**src/rtl/nnrv_uart_tx.sv**
```systemverilog
// Memory-mapped UART transmitter with a small byte FIFO and an 8N1 serial FSM.
// Register map: 0x0 TXDATA (write-only), 0x4 STATUS (read), 0x8 LED (read/write).
//
// state | meaning
// IDLE  | line high, pop FIFO head into shift register when data is waiting
// START | start bit, line low for CLK_DIV cycles
// DATA  | 8 data bits LSB first, CLK_DIV cycles each
// STOP  | stop bit, line high for CLK_DIV cycles
module nnrv_uart_tx #(
   parameter int CLK_DIV    = 16,
   parameter int FIFO_DEPTH = 4
) (
   input  logic        i_clk,
   input  logic        i_rst,
   input  logic        i_wr_en,
   input  logic        i_rd_en,
   input  logic [3:0]  i_addr,
   input  logic [31:0] i_wdata,
   output logic [31:0] o_rdata,
   output logic        o_tx,
   output logic        o_led,
   output logic        o_busy
);

   localparam int AW = $clog2(FIFO_DEPTH);
   localparam int CW = AW + 1;
   localparam logic [7:0]    DIV_LAST = 8'(CLK_DIV - 1);
   localparam logic [CW-1:0] DEPTH    = CW'(FIFO_DEPTH);

   typedef enum logic [1:0] {IDLE, START, DATA, STOP} state_t;

   state_t        state;
   logic [7:0]    fifo_mem [FIFO_DEPTH];
   logic [AW-1:0] wr_ptr;
   logic [AW-1:0] rd_ptr;
   logic [CW-1:0] count;
   logic [7:0]    shift;
   logic [7:0]    baud_cnt;
   logic [2:0]    bit_cnt;
   logic          overflow;

   logic sel_txdata, sel_status, sel_led;
   logic full, empty, push, drop, pop, baud_done, tx_next;
   logic unused_wdata;

   assign sel_txdata = (i_addr == 4'h0);
   assign sel_status = (i_addr == 4'h4);
   assign sel_led    = (i_addr == 4'h8);

   // Fullness is judged on the pre-edge count, so a same-cycle pop never rescues a write.
   assign full      = (count == DEPTH);
   assign empty     = (count == '0);
   assign push      = i_wr_en && sel_txdata && !full;
   assign drop      = i_wr_en && sel_txdata && full;
   assign pop       = (state == IDLE) && !empty;
   assign baud_done = (baud_cnt == DIV_LAST);
   assign o_busy    = !empty || (state != IDLE);

   assign unused_wdata = ^i_wdata[31:8];

   always_comb begin
      tx_next = 1'b1;
      case (state)
         START:   tx_next = 1'b0;
         DATA:    tx_next = shift[0];
         default: tx_next = 1'b1;
      endcase
   end

   always_ff @(posedge i_clk) begin
      if (i_rst) begin
         wr_ptr <= '0;
         rd_ptr <= '0;
         count  <= '0;
      end else begin
         if (push) begin
            fifo_mem[wr_ptr] <= i_wdata[7:0];
            wr_ptr           <= wr_ptr + 1'b1;
         end
         if (pop) begin
            rd_ptr <= rd_ptr + 1'b1;
         end
         case ({push, pop})
            2'b10:   count <= count + 1'b1;
            2'b01:   count <= count - 1'b1;
            default: count <= count;
         endcase
      end
   end

   // o_tx follows the state one edge late, which gives the two-edge write-to-start latency.
   always_ff @(posedge i_clk) begin
      if (i_rst) begin
         state    <= IDLE;
         o_tx     <= 1'b1;
         shift    <= '0;
         baud_cnt <= '0;
         bit_cnt  <= '0;
      end else begin
         o_tx <= tx_next;
         case (state)
            IDLE: begin
               baud_cnt <= '0;
               bit_cnt  <= '0;
               if (!empty) begin
                  shift <= fifo_mem[rd_ptr];
                  state <= START;
               end
            end
            START: begin
               if (baud_done) begin
                  baud_cnt <= '0;
                  state    <= DATA;
               end else begin
                  baud_cnt <= baud_cnt + 1'b1;
               end
            end
            DATA: begin
               if (baud_done) begin
                  baud_cnt <= '0;
                  shift    <= shift >> 1;
                  bit_cnt  <= bit_cnt + 1'b1;
                  if (bit_cnt == 3'd7) begin
                     state <= STOP;
                  end
               end else begin
                  baud_cnt <= baud_cnt + 1'b1;
               end
            end
            STOP: begin
               if (baud_done) begin
                  baud_cnt <= '0;
                  state    <= IDLE;
               end else begin
                  baud_cnt <= baud_cnt + 1'b1;
               end
            end
            default: state <= IDLE;
         endcase
      end
   end

   // A dropped push outranks a STATUS read so the overflow event is never lost.
   always_ff @(posedge i_clk) begin
      if (i_rst) begin
         o_led    <= 1'b0;
         o_rdata  <= '0;
         overflow <= 1'b0;
      end else begin
         if (i_wr_en && sel_led) begin
            o_led <= i_wdata[0];
         end
         if (drop) begin
            overflow <= 1'b1;
         end else if (i_rd_en && sel_status) begin
            overflow <= 1'b0;
         end
         if (i_rd_en) begin
            if (sel_status) begin
               o_rdata <= {28'b0, overflow, full, empty, o_busy};
            end else if (sel_led) begin
               o_rdata <= {31'b0, o_led};
            end else begin
               o_rdata <= '0;
            end
         end
      end
   end

endmodule

```
**config.mk**
```make
export PLATFORM = sky130hd
export DESIGN_NAME = nnrv_uart_tx
export DESIGN_NICKNAME = d
export VERILOG_FILES = /design/src/rtl/nnrv_uart_tx.sv
export SDC_FILE = /design/constraint.sdc
export NUM_CORES = 1
export LEC_CHECK = 0
export BUFFER_PORTS_ARGS = -buffer_cell sky130_fd_sc_hd__buf_2
export CORE_MARGIN = 2
export CORE_UTILIZATION = 48
export CTS_CLUSTER_SIZE = 24
export DETAILED_ROUTE_END_ITERATION = 12
export MAX_ROUTING_LAYER = met4
export PLACE_DENSITY = 0.76
export SYNTH_ARGS = -nofsm -noshare
export SYNTH_HDL_FRONTEND = slang
export SYNTH_SLANG_ARGS = --single-unit
```
**constraint.sdc**
```tcl
create_clock -name i_clk -period 1.8 [get_ports i_clk]
set_input_delay 0.27 -clock i_clk [delete_from_list [all_inputs] [get_ports i_clk]]
set_output_delay 0.27 -clock i_clk [all_outputs]
set_load 0.01 [all_outputs]
```
==> out/summary.md, run 1 <==
For the data arrival time of the critical path, the log shows 2.10 ns. For this run, the leading register cell type out of synthesis is sky130_fd_sc_hd__dfxtp_1. sky130_fd_sc_hd__edfxtp_1 takes more of the synthesized area than any other cell. Yosys attributes the largest share of cell area to sky130_fd_sc_hd__edfxtp_1 (30%), sky130_fd_sc_hd__dfxtp_1 (23%), sky130_fd_sc_hd__buf_4 (6.6%), sky130_fd_sc_hd__mux2i_1 (5.3%), sky130_fd_sc_hd__ha_1 (5.1%). After detailed routing, the number of remaining DRC violations is 0. The count of cells along the worst register-to-register path is 7.

The run gives 2 as the maximum clock insertion buffer count. The category of cells accounting for the largest share of critical-path delay is simple AND/OR/NAND/NOR gates. The tools report the max-cap violation count as 0. Number of max-slew violations in the final report: 0. The final setup violation count was 1; the via count normalized by instance count was 5.06.

The clock net in this run drives a total of 69 sinks. Yosys mapped a number of flops with a built-in enable equal to 32. The critical path contains buffers and inverters numbering 0 combined. For this block, the routed nets add up to 5720 um of wire. The first TritonRoute pass finished after 4 iterations.

The initialized floorplan defines 29 standard-cell rows. The share of post-route cells with drive strength above 1 is 0.299, and the count of port buffers added during placement is 22. After legalization and detailed placement, the total HPWL measured 3920 um. The logs give 0.791 for the global placer's final weighted congestion and 109 for the number of design-rule violations left by the first detailed-router iteration. In this run the worst path has a maximum fanout of 4. The run gives -0.0286 ns as the summed negative setup slack over all endpoints.

In this run the most critical hold path is launched from i_wdata[2]. Across the whole layout, storage elements account for 0.00171 mm^2. The layout has 512 filler cells.

Counting flops and latches in the post-synthesis netlist gives 69. The later-pin clock latency in the skew report is 0.34 ns. The cell depth of the worst hold path is 1. In the final layout, the multi-input gates occupy 0.00134 mm^2. The checks that failed: negative setup slack. The tools report the endpoint type of the worst setup path as a flip-flop. For hold timing, the worst endpoint is fifo_mem[3][2]. The I/O pin count was 75.

The count of nets left with antenna violations once routing finished came out at 0. The number of buffers created by CTS came out at 9. The setup slack of the worst register-to-register path was -0.03 ns. The kind of start point of the critical path was a flip-flop.

The logs give 0.168 for the overall track demand over capacity in global routing and 0.00151 uW for the leakage power summed over all cells. The final period utilization is 1.02. The count of antenna diodes in the layout was 0. The initial core utilization is 0.499, and the async set or reset register ratio after synthesis is 0. The floorplan step defined a die boundary enclosing 0.00730 mm^2. The run gives 2150 as the total via count in the routed design. Power comes to 5180 uW. The logs give -0.0286 ns for the post-layout worst setup margin and 0 for the count of hold buffers inserted by post-cts repair.

The routed design could run at a clock period as short as 1.83 ns. The run gives 2910 um as the wire length on met2. The total area inside the core boundary comes to 0.00639 mm^2. For this run the aggregate overflow at the end of global routing stands at 0. The maximum frequency from static timing analysis is 547 MHz. The largest incremental delay on the critical path came out at 0.34 ns. The critical path is of the flip-flop to flip-flop type. The startpoint identified for the worst register-to-register timing path is count[2].

For this design, the slowest cell found on the critical path is sky130_fd_sc_hd__dfxtp_2. The mean area per synthesized cell works out to 11.3 um^2. In the final routed layout, each cell accounts on average for 13.5 um. The tools report the count of final hold-check violations as 0. The count of warnings emitted by yosys is 0, and the total met3 wirelength after detailed routing is 305 um. The netlist area before placement came out at 0.00318 mm^2.

For the number of antenna violations at the first check in global routing, the log shows 0. The clock edge transition at the registers on the reported setup and hold paths works out to 0.07 ns. The first global-routing pass estimated 9010 um of wire. The min-delay analysis places its worst path in the category input port to flip-flop. Entering global routing, the biggest net connects 17 pins. The run gives 0.000987 V as the worst ir drop on vdd.

The signal on the critical path passes through nor3b_4 > nand3b_1 > ha_2 > fa_2 > xnor2_1 > or3_1 > a21oi_1. The run gives 43 as the number of distinct library cells after synthesis. For the via count of the first global-routing pass, the log shows 1991.

For the cell count after synthesis, the log shows 283. For the register area share after synthesis, the log shows 0.534. The highest metal layer with signal wires was met4. STA puts the critical path data required time at 2.07 ns. The total power divided by cell area is 1350 mW/mm^2.

Y dimension of the die: 85.5 um. After detailed routing, the wire length on met1 is 2400 um. At the end of the flow, the number of nets in the layout was 397. The H-tree depth was 3; the share of Yosys cell area claimed by the top area cell type was 0.302.

TritonCTS built the clock tree. Setup repair after global routing could not meet its margin everywhere. The tools report the worst flop-to-flop path endpoint as count[2].

Measured along the x axis, the die boundary spans 85.5 um. The run finished, with violations left. The synthesis-to-layout area growth works out to 20.9%. The cell chosen for the clock root is sky130_fd_sc_hd__clkbuf_8. The clock arrives with 0.0104 ns of skew.
## Yosys cell counts (all sizes together) (2+ instances only)
library cell   n
a21oi         14
a22oi          3
and2           5
and3           5
buf           32
clkbuf         5
dfxtp         37
edfxtp        32
ha            13
inv            9
mux2i         17
nand2         12
nand2b         6
nand3          8
nand4          3
nor2          22
nor3          18
nor3b          2
nor4           2
o21ai          4
o221ai         7
o31a           2
xnor2          7
xor2           4
## metal layers
layer	up-vias	track usage
met5	-	-
met1	1004	0.188
met3	9	0.0447
met2	67	0.276
met4	0	0.0851
li1	1070	-
## sequential cells by signal, indices dropped and copies added (netlist names), 3 cells and up, named ones only
name	flops
baud_cnt	8
bit_cnt	3
shift	8
count	3
fifo_mem	32
o_rdata	4
## worst reg2reg max path, delay by kind of cell (launching register included)
| family | cells | cell delay, ns |
|---|---|---|
| adders and majority gates | 2 | 0.53 |
| xor gates and xnor gates | 1 | 0.13 |
| DFF | 1 | 0.34 |
| and+or+nand+nor | 3 | 0.64 |
| AOI/OAI and AO/OA | 1 | 0.11 |
## per-stage QoR
stage / instance area (um^2) / utilization / hold WS, ns / cells / setup slack [ns]
after floorplan: 3300 / - / 0.369 / 310 / -0.0707
after global placement: 3500 / 0.548 / 0.425 / 404 / -0.0705
after detailed placement: 3500 / 0.548 / 0.430 / 404 / -0.0790
after CTS: 3760 / 0.590 / 0.130 / 420 / -0.0453
after global routing: 3850 / 0.603 / 0.124 / 425 / -0.115
final: 3850 / 0.603 / 0.139 / 425 / -0.0286
## cell type report
class,count,share of cell area
clock buffer,9,0.0322
clock inverter,7,0.0312
inverter,9,0.0101
multi-input combinational,194,0.348
sequential,69,0.444
tap,77,0.0250
timing repair buffer,60,0.109
## report_power, final
group | total, uW | leakage [uW] | internal (uW) | switching, uW
Sequential | 1860 | 0.000591 | 1770 | 89.6
Combinational | 1790 | 0.000796 | 847 | 945
Clock | 1520 | 0.000120 | 927 | 595
## logic make-up (layout without fill, tap and decap cells)
kind of cell             after synthesis  count (layout)  share of synthesized area
other                                  1              28                    0.00118
flip-flops                            69              69                      0.534
AO/OA/AOI/OAI                         34              34                     0.0750
AND/OR/NAND/NOR                       88              88                      0.139
buffers and inverters                 47              85                     0.0986
XOR/XNOR                              11              11                     0.0303
adder cells (fa/ha/maj)               14              14                     0.0574
multiplexers                          19              19                     0.0640
## worst max path at each step
stage                         start  endpoint  slack (ns)  cells past startpoint
after global placement    i_addr[3]  count[2]       -0.07                      8
final                      count[2]  count[2]       -0.03                      7
after detailed placement  i_addr[3]  count[2]       -0.08                      8
after CTS                  count[2]  count[2]       -0.05                      7
after floorplan            count[2]  count[2]       -0.07                      7
after global routing       state[1]  count[2]       -0.11                      8
## repair_timing
| action | 4_1_cts | 5_1_grt |
|---|---|---|
| setup buffers | 0 | 5 |
| endpoints found under the setup margin | 2 | 10 |
| gates cloned | 0 | 0 |
| pin swaps | 2 | 3 |
| resized for setup | 6 | 13 |
## placed cells by master (no fill, tap or decap), types with 2 or more instances in the layout
master,synthesis,layout
sky130_fd_sc_hd__and2_1,5,4
sky130_fd_sc_hd__inv_6,0,2
sky130_fd_sc_hd__a21oi_1,14,14
sky130_fd_sc_hd__mux2i_1,17,17
sky130_fd_sc_hd__dfxtp_1,37,32
sky130_fd_sc_hd__buf_12,0,2
sky130_fd_sc_hd__and3_1,4,4
sky130_fd_sc_hd__clkbuf_8,0,9
sky130_fd_sc_hd__ha_2,0,3
sky130_fd_sc_hd__edfxtp_1,32,32
sky130_fd_sc_hd__ha_1,13,10
sky130_fd_sc_hd__nand4_1,3,3
sky130_fd_sc_hd__xnor2_1,7,7
sky130_fd_sc_hd__xor2_1,4,4
sky130_fd_sc_hd__nor4_1,2,2
sky130_fd_sc_hd__o221ai_1,7,7
sky130_fd_sc_hd__buf_2,3,22
sky130_fd_sc_hd__nor3_1,18,11
sky130_fd_sc_hd__o21ai_0,3,3
sky130_fd_sc_hd__inv_1,8,7
sky130_fd_sc_hd__conb_1,1,28
sky130_fd_sc_hd__nor2_1,22,22
sky130_fd_sc_hd__nor3_2,0,7
sky130_fd_sc_hd__nand2_1,12,12
sky130_fd_sc_hd__buf_4,28,36
sky130_fd_sc_hd__nand2b_1,6,5
sky130_fd_sc_hd__bufinv_16,0,3
sky130_fd_sc_hd__a22oi_1,3,3
sky130_fd_sc_hd__dfxtp_2,0,4
sky130_fd_sc_hd__nand3_1,8,8
No activity file was read; power rests on OpenSTA's default activity.
==> run 2: changes to the inputs <==
--- a/config.mk
+++ b/config.mk
@@ -5,13 +5,15 @@
 export SDC_FILE = /design/constraint.sdc
 export NUM_CORES = 1
 export LEC_CHECK = 0
+export ABC_AREA = 1
 export BUFFER_PORTS_ARGS = -buffer_cell sky130_fd_sc_hd__buf_2
 export CORE_MARGIN = 2
-export CORE_UTILIZATION = 48
+export CORE_UTILIZATION = 49
 export CTS_CLUSTER_SIZE = 24
 export DETAILED_ROUTE_END_ITERATION = 12
 export MAX_ROUTING_LAYER = met4
-export PLACE_DENSITY = 0.76
+export PLACE_DENSITY = 0.77
+export SLEW_MARGIN = 20
 export SYNTH_ARGS = -nofsm -noshare
 export SYNTH_HDL_FRONTEND = slang
 export SYNTH_SLANG_ARGS = --single-unit
==> run 2 against run 1 <==
Against the previous run:
- the flow now finishes without violations
- via count up 19%
- sequential power rose by 3%
- first-iteration DRC count is 65% higher
- routed wire length rose by 1.7%
- register-to-register slack gained 0.08 ns
- critical path depth increased by 1
- setup slack gained 0.075 ns
- largest cell class unchanged
- largest power group is now combinational logic
- highest routed layer unchanged
==> out/summary.md, run 2 <==
The run finished with clean final reports. Maximum net fanout on the critical path: 3 (was 4). The number of design-rule violations left by the first detailed-router iteration was 180 (was 109). The most common cell in the synthesized netlist is sky130_fd_sc_hd__nand2_1 (was sky130_fd_sc_hd__dfxtp_1). Global placer's final weighted congestion: 0.794 (was 0.791). The count of port buffers added during placement was 22 (unchanged); the combinational fraction of design power was 0.410 (was 0.346). The count of antenna diodes in the layout was 0 (unchanged); the switching share of total power was 0.367 (was 0.315). The async set or reset register ratio after synthesis works out to 0 (unchanged). The dominant register cell in the synthesized netlist was sky130_fd_sc_hd__dfxtp_1 (unchanged). For the initial core utilization, the log shows 0.499 (about the same). The tools report the cell chosen for the clock root as sky130_fd_sc_hd__clkbuf_8 (unchanged).

The max-cap violation count was 0 (unchanged); the critical path required time was 2.03 ns (was 2.07 ns). The kind of start point of the critical path was a flip-flop (unchanged). The total via count in the routed design is 2556 (was 2150), and the number of distinct library cells after synthesis is 30 (was 43).

The via count of the first global-routing pass was 2230 (was 1991); the detailed-router iteration count before antenna repair was 4 (unchanged). Share of post-route cells with drive strength above 1: 0.181 (was 0.299). The final worst clock skew was 0.00921 ns (was 0.0104 ns); the via count normalized by instance count was 4.79 (was 5.06).

The later-pin clock latency in the skew report came out at 0.34 ns (about the same). The final period utilization was 0.974 (was 1.02). TritonCTS built the clock tree.

The number of synthesized register bits was 69 (unchanged); the number of max-slew violations in the final report was 0 (unchanged). The cell count after synthesis is 403 (was 283), and the row count is 30 (was 29). For the switching power summed over all nets, the log shows 1850 uW (was 1630 uW). Number of buffers created by CTS: 9 (unchanged). The setup slack of the worst register-to-register path was 0.05 ns (was -0.03 ns). For the number of antenna violations at the first check in global routing, the log shows 0 (unchanged).

The number of synthesized flops with an enable pin works out to 32 (unchanged). Commonest non-fill, non-tap cells in the layout: sky130_fd_sc_hd__nand2_1 (136), sky130_fd_sc_hd__inv_1 (40), sky130_fd_sc_hd__nor2_1 (40) (was sky130_fd_sc_hd__buf_4 (36), sky130_fd_sc_hd__dfxtp_1 (32), sky130_fd_sc_hd__edfxtp_1 (32)). The run gives -0.162 ns (was -0.0790 ns) as the placement-stage worst setup slack. For the worst ir drop on vdd, the log shows 0.000752 V (was 0.000987 V).

The total congestion overflow after global routing came out at 0 (unchanged). The tools report the cell-internal power as 3190 uW (was 3550 uW). Most common cell after layout, fill and taps aside: sky130_fd_sc_hd__nand2_1 (was sky130_fd_sc_hd__buf_4).

The HPWL after detailed placement was 4040 um (was 3920 um). For the netlist area before placement, the log shows 0.00335 mm^2 (was 0.00318 mm^2). The count of warnings emitted by yosys is 0 (unchanged). The synthesis-to-layout area growth works out to 13.6% (was 20.9%). The tools report the number of DRC violations after detailed routing as 0 (unchanged). The post-layout worst setup margin was 0.0469 ns (was -0.0286 ns). The register area share after synthesis came out at 0.508 (was 0.534). Most area-hungry cell type in the Yosys netlist: sky130_fd_sc_hd__edfxtp_1 (unchanged). The number of sinks handled by clock tree synthesis came out at 69 (unchanged).

Register containing the most flip-flops in the final layout: fifo_mem (unchanged). Registers with the highest flip-flop counts: fifo_mem: 32 flops, baud_cnt: 8 flops, shift: 8 flops (unchanged). The width of the die works out to 86.7 um (was 85.5 um).

Worst path cell trace: nor3_4 > nor2_4 > ha_4 > fa_2 > a21oi_2 > o21ai_2 > o21ai_1 > a21oi_1 (was nor3b_4 > nand3b_1 > ha_2 > fa_2 > xnor2_1 > or3_1 > a21oi_1). The y dimension of the die is 86.7 um (was 85.5 um), and the leakage power summed over all cells is 0.00179 uW (was 0.00151 uW). Category of cells accounting for the largest share of critical-path delay: adder cells (was simple AND/OR/NAND/NOR gates). For the maximum frequency from static timing analysis, the log shows 570 MHz (was 547 MHz). Total power divided by cell area: 1330 mW/mm^2 (was 1350 mW/mm^2).

The flip-flop count of the largest register after layout is 32 (unchanged). The wire length of the first global-routing pass is 9520 um (was 9010 um). The maximum clock insertion buffer count is 2 (unchanged). Placeable core region: 0.00672 mm^2 (was 0.00639 mm^2).

The count of antenna-violating nets left after detailed routing came out at 0 (unchanged). The logs give 0 (unchanged) for the count of final hold-check violations and 0.382 (was 0.360) for the share of total power in sequential cells. The largest incremental delay on the critical path is 0.40 ns (was 0.34 ns). The run gives 0 (unchanged) as the count of hold buffers inserted by post-cts repair. The run gives 19 (was 17) as the maximum number of pins on one net before global-route repair. The class of the most critical hold timing path is input port to flip-flop (unchanged). The endpoint type of the worst setup path was a flip-flop (unchanged). The layout net count is 504 (was 397), and the die area is 0.00752 mm^2 (was 0.00730 mm^2).

The detailed-route wire length per cell is 10.9 um (was 13.5 um), and the share of Yosys cell area claimed by the top area cell type is 0.287 (was 0.302). For the total wire length, the log shows 5820 um (was 5720 um). The portion of total power attributed to the clock network is 0.209 (was 0.294), and the final setup violation count is 0 (was 1). Synth area leaders: sky130_fd_sc_hd__edfxtp_1 (29%), sky130_fd_sc_hd__dfxtp_1 (22%), sky130_fd_sc_hd__nand2_1 (15%), sky130_fd_sc_hd__buf_4 (6.5%), sky130_fd_sc_hd__ha_1 (4.9%) (was sky130_fd_sc_hd__edfxtp_1 (30%), sky130_fd_sc_hd__dfxtp_1 (23%), sky130_fd_sc_hd__buf_4 (6.6%), sky130_fd_sc_hd__mux2i_1 (5.3%), sky130_fd_sc_hd__ha_1 (5.1%)).

The mean area per synthesized cell was 8.31 um^2 (was 11.3 um^2). The tools report the data arrival time of the critical path as 1.99 ns (was 2.10 ns). Critical path start-end classification: flip-flop to flip-flop (unchanged). For the H-tree depth, the log shows 3 (unchanged). Top cells by instance count after synthesis: sky130_fd_sc_hd__nand2_1 (137), sky130_fd_sc_hd__inv_1 (43), sky130_fd_sc_hd__nor2_1 (41), sky130_fd_sc_hd__dfxtp_1 (37), sky130_fd_sc_hd__edfxtp_1 (32) (was sky130_fd_sc_hd__dfxtp_1 (37), sky130_fd_sc_hd__edfxtp_1 (32), sky130_fd_sc_hd__buf_4 (28), sky130_fd_sc_hd__nor2_1 (22), sky130_fd_sc_hd__nor3_1 (18)). The overall track demand over capacity in global routing was 0.169 (was 0.168); the shortest period the worst path allows was 1.75 ns (was 1.83 ns).

The run gives 0.566 (was 0.603) as the final standard cell utilization of the core. Slowest library cell on the worst path: sky130_fd_sc_hd__fa_2 (was sky130_fd_sc_hd__dfxtp_2). The I/O pin count is 75 (unchanged). The number of buffers and inverters on the critical path is 0 (unchanged).

Clock edge transition at the registers on the reported setup and hold paths: 0.07 ns (about the same).
==> run 2: cell type report <==
class | count | area, um^2
fill | 563 | 2910
multi-input combinational | 279 | 1370
sequential | 69 | 1710
clock inverter | 2 | 10.0
clock buffer | 13 | 149
tap | 80 | 100
timing repair buffer | 46 | 290
inverter | 45 | 171
==> run 2: timing repair <==
item,in CTS,in global routing
resized for setup,3,15
setup endpoints to repair,1,2
pin swaps,0,7
setup buffers,0,4
==> run 2: layer usage <==
| metal | track usage | up-vias | share of wire |
|---|---|---|---|
| li1 | - | 1303 | - |
| met1 | 0.196 | 1175 | 0.43 |
| met2 | 0.276 | 72 | 0.51 |
| met3 | 0.0429 | 6 | 0.044 |
| met4 | 0.0795 | 0 | 0.012 |
| met5 | - | - | 0 |
==> run 2: power groups by stage <==
| stage | combinational [uW] | sequential (uW) | clock, uW |
|---|---|---|---|
| 2_1_floorplan | 1400 | 1920 | 0 |
| 3_3_place_gp | 1750 | 1920 | 0 |
| 3_5_place_dp | 1810 | 1930 | 0 |
| 4_1_cts | 1860 | 1900 | 1070 |
| 5_1_grt | 2340 | 1940 | 1130 |
| 6_report | 2070 | 1920 | 1050 |
==> run 2: metrics by stage <==
step | cell area, um^2 | power, uW | hold WS, ns | instances | TNS, ns
final | 3810 | 5040 | 0.141 | 534 | 0
after global routing | 3810 | 5410 | 0.136 | 534 | -0.00915
after CTS | 3720 | 4830 | 0.132 | 530 | 0
after detailed placement | 3560 | 3740 | 0.437 | 515 | -0.162
after global placement | 3560 | 3670 | 0.427 | 515 | -0.0882
after floorplan | 3470 | 3320 | 0.369 | 430 | -0.00525
==> run 2: cells by family after synthesis <==
group	Yosys count	share of synthesized area
AOI/OAI and AO/OA	30	0.0489
xor gates and xnor gates	4	0.0105
adders and majority gates	14	0.0545
buffers and inverters	82	0.131
DFF	69	0.508
other	1	0.00112
and+or+nand+nor	203	0.246
==> run 2: worst paths after layout <==
| path | cells after the start | to | start |
|---|---|---|---|
| worst max-delay path | 8 | count[2] | count[1] |
| worst min-delay path | 1 | fifo_mem[2][1] | i_wdata[1] |
| worst max register to register | 8 | count[2] | count[1] |
| worst min register to register | 1 | baud_cnt[0] | baud_cnt[0] |
==> run 3: changes to the inputs <==
==> constraint.sdc (replaced) <==
create_clock -name i_clk -period 1.4 [get_ports i_clk]
set_input_delay 0.21 -clock i_clk [delete_from_list [all_inputs] [get_ports i_clk]]
set_output_delay 0.21 -clock i_clk [all_outputs]
set_load 0.01 [all_outputs]
==> run 3 against run 2 <==
Against the previous run:
- utilization is 7.8 points higher
- non-clock buffer count is 24 higher
- power is 53% higher
- critical path type unchanged
- largest cell class unchanged
- clock skew is 0.0011 ns higher
- final cell count is 4.9% higher
- first-iteration DRC count is 38% lower
- sequential share of layout area is 5.5 points lower
- combinational power is 86% higher
- the flow now finishes with violations (negative setup slack)
==> out/summary.md, run 3 (synthesis results as in run 2) <==
The HPWL after detailed placement was 4250 um (was 4040 um). The logs give 111 (was 180) for the number of design-rule violations left by the first detailed-router iteration and 0.499 (unchanged) for the initial core utilization. The die area was 0.00752 mm^2 (unchanged); the maximum net fanout on the critical path was 2 (was 3). Slowest library cell on the worst path: sky130_fd_sc_hd__fa_2 (unchanged). The routing usage on met2 is 0.306 (was 0.276). Worst ir drop on vdd: 0.00104 V (was 0.000752 V). The tools report the final worst clock skew as 0.0103 ns (was 0.00921 ns). The count of antenna diodes in the layout was 0 (unchanged).

Leakage power summed over all cells: 0.00197 uW (was 0.00179 uW). The tools report the endpoint type of the worst setup path as a flip-flop (unchanged). TritonCTS built the clock tree.

The logs give 0 (unchanged) for the max-cap violation count and 0 (unchanged) for the total congestion overflow after global routing. The shortest period the worst path allows is 1.68 ns (was 1.75 ns). Commonest non-fill, non-tap cells in the layout: sky130_fd_sc_hd__nand2_1 (118), sky130_fd_sc_hd__inv_1 (33), sky130_fd_sc_hd__dfxtp_1 (33), sky130_fd_sc_hd__buf_4 (33), sky130_fd_sc_hd__edfxtp_1 (32) (was sky130_fd_sc_hd__nand2_1 (136), sky130_fd_sc_hd__inv_1 (40), sky130_fd_sc_hd__nor2_1 (40)).

The H-tree depth was 3 (unchanged). The most common cell after layout, fill and taps aside is sky130_fd_sc_hd__nand2_1 (unchanged). The critical path start-end classification was flip-flop to flip-flop (unchanged). The tools report the number of antenna violations at the first check in global routing as 0 (unchanged).

The footprint of the flip-flops and latches is 0.00171 mm^2 (about the same). The multi-input logic area is 0.00164 mm^2 (was 0.00137 mm^2), and the count of hold buffers inserted by post-cts repair is 0 (unchanged). The number of DRC violations after detailed routing was 0 (unchanged); the placeable core region was 0.00672 mm^2 (unchanged). The width of the die was 86.7 um (unchanged); the maximum clock insertion buffer count was 2 (unchanged). The logs give 30 (unchanged) for the row count and 560 (was 534) for the post-route non-filler standard cell count. The most utilized layer in the global route result was met2 (unchanged). Global-route met1 utilization: 0.223 (was 0.196). Kind of start point of the critical path: a flip-flop (unchanged).

Setup repair after global routing could not meet its margin everywhere. The logs give -0.279 ns (was 0.0469 ns) for the post-layout worst setup margin and 69 (unchanged) for the number of sinks handled by clock tree synthesis. The tools report the placement-stage worst setup slack as -0.413 ns (was -0.162 ns). The data arrival time of the critical path came out at 1.91 ns (was 1.99 ns).

The synthesis-to-layout area growth is 29.2% (was 13.6%), and the wire length of the first global-routing pass is 10700 um (was 9520 um). The number of buffers and inverters on the critical path came out at 2 (was 0). The tools report the cell chosen for the clock root as sky130_fd_sc_hd__clkbuf_8 (unchanged). The maximum frequency from static timing analysis was 595 MHz (was 570 MHz). The class of the most critical hold timing path was input port to flip-flop (unchanged). Category of cells accounting for the largest share of critical-path delay: adder cells (unchanged). The largest incremental delay on the critical path was 0.35 ns (was 0.40 ns). The final period utilization is 1.20 (was 0.974), and the number of max-slew violations in the final report is 0 (unchanged). The total wire length is 7030 um (was 5820 um), and the total power divided by cell area is 1780 mW/mm^2 (was 1330 mW/mm^2).

The global placer's final weighted congestion was 0.786 (was 0.794). The layout net count was 529 (was 504); the number of buffers created by CTS was 9 (unchanged). Worst path cell trace: inv_2 > ha_4 > inv_2 > nor2_4 > ha_4 > fa_2 > a21oi_2 > o21ai_2 > o21ai_1 > a21oi_1 (was nor3_4 > nor2_4 > ha_4 > fa_2 > a21oi_2 > o21ai_2 > o21ai_1 > a21oi_1). The tools report the count of final hold-check violations as 0 (unchanged). Register containing the most flip-flops in the final layout: fifo_mem (unchanged). The detailed-router iteration count before antenna repair was 4 (unchanged). The run finished, with violations left. Count of port buffers added during placement: 22 (unchanged).

The clock edge transition at the registers on the reported setup and hold paths works out to 0.07 ns (about the same). The via count normalized by instance count was 4.82 (was 4.79); the flip-flop count of the largest register after layout was 32 (unchanged). The tools report the later-pin clock latency in the skew report as 0.35 ns (was 0.34 ns). The via count of the first global-routing pass is 2423 (was 2230). Y dimension of the die: 86.7 um (unchanged).

The critical path required time came out at 1.63 ns (was 2.03 ns). Met3 track utilization from global routing: 0.0429 (unchanged). Registers with the highest flip-flop counts: fifo_mem: 32 flops, baud_cnt: 8 flops, shift: 8 flops (unchanged). The final reports fail on negative setup slack. For the overall track demand over capacity in global routing, the log shows 0.189 (was 0.169).

The I/O pin count is 75 (unchanged), and the share of post-route cells with drive strength above 1 is 0.315 (was 0.181). The final-layout fill cell count is 512 (was 563), and the count of antenna-violating nets left after detailed routing is 0 (unchanged). The detailed-route wire length per cell works out to 12.6 um (was 10.9 um).

The post-placement cell count is 533 (was 515). The maximum number of pins on one net before global-route repair is 19 (unchanged), and the total via count in the routed design is 2698 (was 2556). The final setup violation count was 38 (was 0).
## run 3: area by class of cell
class                   count  share of cell area
flip-flops and latches     69               0.395
clock buffers              10              0.0295
well taps                  80              0.0231
multi-input cells         280               0.378
repair buffers             70               0.127
inverters                  45              0.0402
clock inverters             6             0.00694
## run 3: power by group
part / total [uW] / internal, uW / switching [uW]
clock network: 1350 / 621 / 732
logic: 3850 / 1750 / 2100
registers: 2500 / 2330 / 163
total: 7700 / 4710 / 2990
## run 3: per-stage QoR
step	setup TNS [ns]	hold WS [ns]	cell area (um^2)	power (uW)	utilization
global route	-6.59	0.0728	4330	8180	0.644
global placement	-11.59	0.427	3760	5080	0.559
finish	-1.99	0.0867	4330	7700	0.644
floorplan	-1.16	0.309	3530	4370	-
CTS	-3.03	0.0724	4040	6920	0.602
detailed placement	-13.29	0.433	3760	5180	0.559
## run 3: repair_timing
item | 4_1_cts | 5_1_grt
buffers inserted | 4 | 7
pin swaps | 12 | 39
gates cloned | 1 | 2
resized for setup | 21 | 61
endpoints found under the hold margin | 0 | 0
endpoints found under the setup margin | 45 | 56
## run 3: routing by layer
layer,up-vias,part of all wire
li1,1355,-
met4,0,0.019
met2,76,0.51
met3,14,0.048
met5,-,0
met1,1253,0.42
## run 3: path summary, 6_finish.rpt
check	start	to	slack, ns	cells after the start
hold reg to reg	o_rdata[2]	o_rdata[2]	0.46	2
setup / recovery	state[0]	count[2]	-0.28	10
hold / removal	i_wdata[2]	fifo_mem[3][2]	0.09	1
setup reg to reg	state[0]	count[2]	-0.28	10
